## config.mk

```make
export PLATFORM = sky130hd
export DESIGN_NAME = acc_bank_flat
export DESIGN_NICKNAME = d
export VERILOG_FILES = /design/src/rtl/acc_bank_if.sv /design/src/rtl/acc_bank.sv /design/src/flat_wrapper.sv
export SDC_FILE = /design/constraint.sdc
export NUM_CORES = 1
export LEC_CHECK = 0
export CORE_MARGIN = 5
export CORE_UTILIZATION = 58
export DETAILED_ROUTE_END_ITERATION = 6
export DONT_BUFFER_PORTS = 1
export PLACE_DENSITY = 0.76
export SYNTH_ARGS = -nofsm -noshare
export SYNTH_HDL_FRONTEND = slang
export SYNTH_SLANG_ARGS = --single-unit
```

## constraint.sdc

```tcl
create_clock -name clk -period 2.9 [get_ports clk]
set_input_delay 0.58 -clock clk [delete_from_list [all_inputs] [get_ports clk]]
set_output_delay 0.58 -clock clk [all_outputs]
set_load 0.02 [all_outputs]
```

## src/rtl/acc_bank_if.sv

```systemverilog
// Operation/read bus between the control unit and acc_bank.
// The master drives requests; the slave (acc_bank) returns handshake, read data and flags.
interface acc_bank_if #(
  parameter int unsigned DATA_WIDTH = 8,
  parameter int unsigned NUM_ACC    = 4
);
  localparam int unsigned SelW = $clog2(NUM_ACC);

  logic                  op_valid;
  logic                  op_ready;
  logic [2:0]            op;
  logic [SelW-1:0]       wr_sel;
  logic [DATA_WIDTH-1:0] data_in;
  logic [SelW-1:0]       rd_sel;
  logic [DATA_WIDTH-1:0] data_out;
  logic                  flag_z;
  logic                  flag_n;
  logic                  flag_c;
  logic                  mul_done;

  modport master (
    output op_valid, op, wr_sel, data_in, rd_sel,
    input  op_ready, data_out, flag_z, flag_n, flag_c, mul_done
  );

  modport slave (
    input  op_valid, op, wr_sel, data_in, rd_sel,
    output op_ready, data_out, flag_z, flag_n, flag_c, mul_done
  );
endinterface

```

## src/rtl/acc_bank.sv

```systemverilog
// Bank of NUM_ACC accumulators with single-cycle ALU ops and flag outputs.
// Define ACC_MUL_EN to add the multi-cycle shift-add MUL (opcode 111); otherwise 111 is a NOP.
module acc_bank #(
  parameter int unsigned DATA_WIDTH = 8,
  parameter int unsigned NUM_ACC    = 4
) (
  input logic         clk,
  input logic         n_rst,
  acc_bank_if.slave   bus
);
  localparam int unsigned SelW = $clog2(NUM_ACC);

  localparam logic [2:0] OpNop  = 3'b000;
  localparam logic [2:0] OpLoad = 3'b001;
  localparam logic [2:0] OpAdd  = 3'b010;
  localparam logic [2:0] OpSub  = 3'b011;
  localparam logic [2:0] OpAnd  = 3'b100;
  localparam logic [2:0] OpXor  = 3'b101;
  localparam logic [2:0] OpShl  = 3'b110;

  typedef logic [DATA_WIDTH-1:0] word_t;

  word_t acc_q [NUM_ACC];
  word_t acc_d [NUM_ACC];
  logic  flag_z_q, flag_z_d;
  logic  flag_n_q, flag_n_d;
  logic  flag_c_q, flag_c_d;
  logic  mul_done_q, mul_done_d;

`ifdef ACC_MUL_EN
  localparam logic [2:0]          OpMul   = 3'b111;
  localparam int unsigned         CntW    = $clog2(DATA_WIDTH);
  localparam logic [CntW-1:0]     CntLast = CntW'(DATA_WIDTH - 1);

  typedef enum logic [0:0] {StIdle, StMul} state_e;

  state_e                  state_q, state_d;
  logic [2*DATA_WIDTH-1:0] mcand_q, mcand_d;
  logic [2*DATA_WIDTH-1:0] prod_q, prod_d;
  logic [2*DATA_WIDTH-1:0] prod_nxt;
  word_t                   mplier_q, mplier_d;
  logic [CntW-1:0]         cnt_q, cnt_d;
  logic [SelW-1:0]         tgt_q, tgt_d;
`endif

  logic                  accept;
  word_t                 a_sel;
  logic [DATA_WIDTH:0]   add_w;
  logic [DATA_WIDTH:0]   sub_w;
  word_t                 res;
  logic                  res_c;
  logic                  res_wr;
  logic [SelW-1:0]       wr_idx;

`ifdef ACC_MUL_EN
  assign bus.op_ready = (state_q == StIdle);
`else
  assign bus.op_ready = 1'b1;
`endif

  assign accept = bus.op_valid && bus.op_ready;
  assign a_sel  = acc_q[bus.wr_sel];
  assign add_w  = {1'b0, a_sel} + {1'b0, bus.data_in};
  // MSB of the widened difference is the unsigned borrow.
  assign sub_w  = {1'b0, a_sel} - {1'b0, bus.data_in};

  always_comb begin
    acc_d      = acc_q;
    flag_z_d   = flag_z_q;
    flag_n_d   = flag_n_q;
    flag_c_d   = flag_c_q;
    mul_done_d = 1'b0;
    res        = '0;
    res_c      = 1'b0;
    res_wr     = 1'b0;
    wr_idx     = bus.wr_sel;
`ifdef ACC_MUL_EN
    state_d    = state_q;
    mcand_d    = mcand_q;
    prod_d     = prod_q;
    mplier_d   = mplier_q;
    cnt_d      = cnt_q;
    tgt_d      = tgt_q;
    prod_nxt   = prod_q;
`endif

    if (accept) begin
      unique case (bus.op)
        OpNop: ;
        OpLoad: begin
          res    = bus.data_in;
          res_wr = 1'b1;
        end
        OpAdd: begin
          {res_c, res} = add_w;
          res_wr       = 1'b1;
        end
        OpSub: begin
          {res_c, res} = sub_w;
          res_wr       = 1'b1;
        end
        OpAnd: begin
          res    = a_sel & bus.data_in;
          res_wr = 1'b1;
        end
        OpXor: begin
          res    = a_sel ^ bus.data_in;
          res_wr = 1'b1;
        end
        OpShl: begin
          res    = {a_sel[DATA_WIDTH-2:0], 1'b0};
          res_c  = a_sel[DATA_WIDTH-1];
          res_wr = 1'b1;
        end
`ifdef ACC_MUL_EN
        OpMul: begin
          state_d  = StMul;
          mcand_d  = {{DATA_WIDTH{1'b0}}, a_sel};
          mplier_d = bus.data_in;
          prod_d   = '0;
          cnt_d    = '0;
          tgt_d    = bus.wr_sel;
        end
`endif
        default: ;
      endcase
    end

`ifdef ACC_MUL_EN
    if (state_q == StMul) begin
      prod_nxt = prod_q + (mplier_q[0] ? mcand_q : '0);
      prod_d   = prod_nxt;
      mcand_d  = mcand_q << 1;
      mplier_d = mplier_q >> 1;
      cnt_d    = cnt_q + 1'b1;
      if (cnt_q == CntLast) begin
        res        = prod_nxt[DATA_WIDTH-1:0];
        res_c      = |prod_nxt[2*DATA_WIDTH-1:DATA_WIDTH];
        res_wr     = 1'b1;
        wr_idx     = tgt_q;
        mul_done_d = 1'b1;
        state_d    = StIdle;
      end
    end
`endif

    if (res_wr) begin
      acc_d[wr_idx] = res;
      flag_z_d      = (res == '0);
      flag_n_d      = res[DATA_WIDTH-1];
      flag_c_d      = res_c;
    end
  end

  always_ff @(posedge clk or negedge n_rst) begin
    if (!n_rst) begin
      for (int i = 0; i < NUM_ACC; i++) begin
        acc_q[i] <= '0;
      end
      flag_z_q   <= 1'b0;
      flag_n_q   <= 1'b0;
      flag_c_q   <= 1'b0;
      mul_done_q <= 1'b0;
    end else begin
      acc_q      <= acc_d;
      flag_z_q   <= flag_z_d;
      flag_n_q   <= flag_n_d;
      flag_c_q   <= flag_c_d;
      mul_done_q <= mul_done_d;
    end
  end

`ifdef ACC_MUL_EN
  always_ff @(posedge clk or negedge n_rst) begin
    if (!n_rst) begin
      state_q  <= StIdle;
      mcand_q  <= '0;
      prod_q   <= '0;
      mplier_q <= '0;
      cnt_q    <= '0;
      tgt_q    <= '0;
    end else begin
      state_q  <= state_d;
      mcand_q  <= mcand_d;
      prod_q   <= prod_d;
      mplier_q <= mplier_d;
      cnt_q    <= cnt_d;
      tgt_q    <= tgt_d;
    end
  end
`endif

  assign bus.data_out = acc_q[bus.rd_sel];
  assign bus.flag_z   = flag_z_q;
  assign bus.flag_n   = flag_n_q;
  assign bus.flag_c   = flag_c_q;
  assign bus.mul_done = mul_done_q;
endmodule
```

## src/flat_wrapper.sv

```systemverilog
// flat-port wrapper written by rule: the top's interface ports become plain ports
module acc_bank_flat 
#(
  parameter int unsigned DATA_WIDTH = 8,
  parameter int unsigned NUM_ACC    = 4
)
  (clk, n_rst, bus_op_valid, bus_op, bus_wr_sel, bus_data_in, bus_rd_sel, bus_op_ready, bus_data_out, bus_flag_z, bus_flag_n, bus_flag_c, bus_mul_done);
  acc_bank_if #(.DATA_WIDTH(DATA_WIDTH), .NUM_ACC(NUM_ACC)) bus_i ();
  input logic clk;
  input logic n_rst;
  input wire logic [$bits(bus_i.op_valid)-1:0] bus_op_valid;
  input wire logic [$bits(bus_i.op)-1:0] bus_op;
  input wire logic [$bits(bus_i.wr_sel)-1:0] bus_wr_sel;
  input wire logic [$bits(bus_i.data_in)-1:0] bus_data_in;
  input wire logic [$bits(bus_i.rd_sel)-1:0] bus_rd_sel;
  output wire logic [$bits(bus_i.op_ready)-1:0] bus_op_ready;
  output wire logic [$bits(bus_i.data_out)-1:0] bus_data_out;
  output wire logic [$bits(bus_i.flag_z)-1:0] bus_flag_z;
  output wire logic [$bits(bus_i.flag_n)-1:0] bus_flag_n;
  output wire logic [$bits(bus_i.flag_c)-1:0] bus_flag_c;
  output wire logic [$bits(bus_i.mul_done)-1:0] bus_mul_done;
  assign bus_i.op_valid = bus_op_valid;
  assign bus_i.op = bus_op;
  assign bus_i.wr_sel = bus_wr_sel;
  assign bus_i.data_in = bus_data_in;
  assign bus_i.rd_sel = bus_rd_sel;
  assign bus_op_ready = bus_i.op_ready;
  assign bus_data_out = bus_i.data_out;
  assign bus_flag_z = bus_i.flag_z;
  assign bus_flag_n = bus_i.flag_n;
  assign bus_flag_c = bus_i.flag_c;
  assign bus_mul_done = bus_i.mul_done;
  acc_bank #(.DATA_WIDTH(DATA_WIDTH), .NUM_ACC(NUM_ACC)) u_core (.clk(clk), .n_rst(n_rst), .bus(bus_i));
endmodule
```

==> results by group <==
Synthesis
  • Syn Nets: between 300 and 400
  • Post-synth cell types: 51
  • Complex-gate fraction of the synthesized area: 0.1499
  • Ys flop type: dfrtp_1
  • Flops & latches, synth: 35
  • Post-Synth XOR/XNOR Area: 0.01885
  • Ys async rst share: 1.000
  • Synth warn: 0
  • Sequential share of the synthesized area: 0.3142
  • Mapped cell area: 2788 sq um
  • Post-Synthesis Cells: 272
  • Multiplexer area fraction after synthesis: 0.2558
  • Combinational family with the most area after synthesis: multiplexers
  • Post-synth EDFFs: 0
  • Post-Syn Area per Cell: ~10 sq um
  • Simple-Gate Fraction of Synth Area: 0.1158
  • Area share of fa/ha/maj cells after synthesis: 0.09066

Setup path
  • Critical Path Fanout Max: 5
  • CP required: 3.12 ns
  • Worst r2r dst: u_core.bus.flag_z$_DFFE_PN0P_
  • Worst setup path category: register to register
  • Setup crit start kind: register
  • R2r setup slk: -0.18 ns
  • Reg2Reg Launch Point: u_core.acc_q[0]$_DFFE_PN0P_
  • CP arrival: between 3 and 4 ns
  • Worst setup EP type: register
  • CP Capture Point: u_core.bus.flag_z$_DFFE_PN0P_
  • Crit path from: u_core.acc_q[0]$_DFFE_PN0P_
  • R2R depth: 10
  • Crit-path slowest cell: mux4_2
  • Worst path max stage delay: 0.52 ns
  • Crit-path cells: mux4_2 > buf_4 > ha_2 > fa_2 > xnor2_1 > a32o_1 > a2bb2oi_2 > nand3b_1 > or4b_4 > a22oi_2

Clock tree
  • H-tree Lvls: 2
  • CTS tree: built
  • Worst-Skew Late Latency: slightly below 0.3 ns
  • Clk buf depth: 2
  • Clock root buffer master: clkbuf_8
  • CTS buffer count: 5
  • Clock transition at path regs: about 0.070 ns
  • Clk sinks: 35

Final layout
  • Nets@finish: ~350
  • FF/Latch Area: 875.8 sq um
  • Share of layout cells above drive strength 1: 0.3916
  • Area occupied by multi-input gates: roughly 1900 sq um
  • Highest-count cells in the layout ignoring fill and taps: buf_4, dfrtp_1, mux2_2, nor2_1, nand2_1
  • Commonest non-fill, non-tap cell in the layout: buf_4
  • N_diodes: 0
  • Final-layout fill cell count: between 300 and 400
  • Post-layout instance area: 3352 sq um
  • Final core utilization: 0.7144
  • Non-filler cells, final: ~360
  • Synthesis-to-layout area growth: 20.24%

Die
  • Core ar.: 4692 sq um
  • Chip height: roughly 79 um
  • Die X-Extent: a little under 80 um
  • Die area: approximately 6300 sq um
  • Initial Util: 0.5941
  • I/O pins: 31
  • # rows: 25

STA
  • Period utilization: 1.063
  • Final Slew Violations: 0
  • Final setup vio count: 6
  • Sum Neg Setup Slack: -0.8550 ns
  • Slew headroom: 0.6594
  • Final min period: approximately 3.1 ns
  • RSZ-0062 raised after global routing: yes
  • Fin Clk Skew: 0.005580 ns
  • Final hold vios: 0
  • Least-Margin Pin Slew: between 0.5 and 0.6 ns
  • Max Freq: about 0.32 GHz
  • Final worst slack: -0.1824 ns

Routing
  • DRC: 0
  • Post-DRT Antenna Nets: 0
  • Routed WL per cell: approximately 20 um
  • Vias per cell: ~6.4
  • DR iter-0 viols: 184
  • Vias: ~2,300
  • Final WL: roughly 7100 um
  • 1st-pass router iterations: 4

Power and ir drop
  • PwrDens: 863.5 nW/um^2
  • Static Leak: 1.478 nW
  • Worst vdd ir: just under 0.6 mV

Place
  • Cell Area, Placed: 3092 sq um
  • Gp weighted congestion: 0.9376
  • Post-DP HPWL: approximately 5200 um
  • Placed cells: ~350
  • Port-buffer cells: 0

Outcome
  • Failing checks: negative setup slack
  • Status: finished with violations

GRT
  • Total GRT Usage: 0.2385
  • GRT overflow: 0
  • First-pass GRT wire length: about 11,000 um
  • Initial antenna violation count: 0
  • Vias in the first global route: 2,307
  • Largest net degree at the start of global routing: 36

Worst hold path
  • Hold/Removal Path Class: input pin to async pin

Run
  • Max-Cap Viols: 0
## power by group
part           internal, W  switching, W  total (W)
clock network     0.000216      0.000166   0.000383
logic             0.000901      0.000782    0.00168
registers         0.000681      0.000147   0.000829
## critical path: cells and delay by family (launching register included)
family / cells / cell delay, ns
flops: 1 / 0.38
compound gates: 3 / 0.60
fa+ha+maj: 2 / 0.52
xor+xnor: 1 / 0.15
buf+inv: 1 / 0.16
simple gates: 2 / 0.66
mux: 1 / 0.52
## flip-flops by register name, summed over array words and instances, names as in the netlist
register           flops
u_core.bus.flag_z      1
u_core.bus.flag_n      1
u_core.bus.flag_c      1
u_core.acc_q          32
## kinds of logic (layout without fill, tap and decap cells)
family                     count (synthesis)  after routing
buffers and inverters                     33             70
xor gates and xnor gates                   6              6
DFF                                       35             35
AOI/OAI and AO/OA                         63             63
and+or+nand+nor                           66             66
adders and majority gates                 19             19
muxes                                     48             48
other                                      2              2
## Yosys cell counts, drive strengths merged (4+ instances only)
cell type / number / area share
mux2i: 6 / 0.022
nand3: 5 / 0.0090
dfrtp: 35 / 0.31
inv: 17 / 0.023
nand2: 18 / 0.024
nor2b: 6 / 0.013
mux2: 26 / 0.11
o21ai: 13 / 0.023
nor2: 21 / 0.028
a21oi: 18 / 0.032
mux4: 16 / 0.13
nor3: 4 / 0.0090
xnor2: 5 / 0.016
buf: 10 / 0.021
ha: 17 / 0.076
clkbuf: 6 / 0.0081
## timing repair
action	4_1_cts	5_1_grt
endpoints found under the setup margin	6	12
hold buffers	1	0
setup buffers	1	6
hold endpoints to repair	35	0
pin swaps	3	8
gates resized for setup	6	13
## how the worst min path moves through the flow
stage / from / end / slack [ns] / depth (start not counted)
CTS: n_rst / u_core.acc_q[0]$_DFFE_PN0P_ / 0.12 / 1
global placement: n_rst / u_core.acc_q[25]$_DFFE_PN0P_ / 0.29 / 0
global route: n_rst / u_core.acc_q[8]$_DFFE_PN0P_ / 0.12 / 1
floorplan: n_rst / u_core.acc_q[0]$_DFFE_PN0P_ / 0.28 / 0
detailed placement: n_rst / u_core.acc_q[17]$_DFFE_PN0P_ / 0.29 / 0
finish: n_rst / u_core.acc_q[8]$_DFFE_PN0P_ / 0.11 / 1
## layer usage
metal,up-vias,global-route usage,routed length (um)
met3,14,0.06463,431
li1,1072,-,-
met5,-,0,0
met1,1141,0.2930,2983
met4,0,0.09107,117
met2,82,0.3998,3582
## through the flow
step           hold slack (ns)  power (W)  setup WS [ns]
2_1_floorplan           0.2844   0.001861        -0.3437
3_3_place_gp            0.2853   0.002278        -0.2852
3_5_place_dp            0.2852   0.002336        -0.3427
4_1_cts                 0.1164   0.002776       -0.09281
5_1_grt                 0.1197   0.003091        -0.2860
6_report                0.1120   0.002895        -0.1824
## area by class of cell
class / instances / area share
sequential: 35 / 0.2613
clock buffer: 8 / 0.02986
timing repair buffer: 45 / 0.1045
inverter: 17 / 0.01904
tap: 54 / 0.02016
multi-input combinational: 204 / 0.5651
Note: power is estimated with default switching activity, not from simulation.
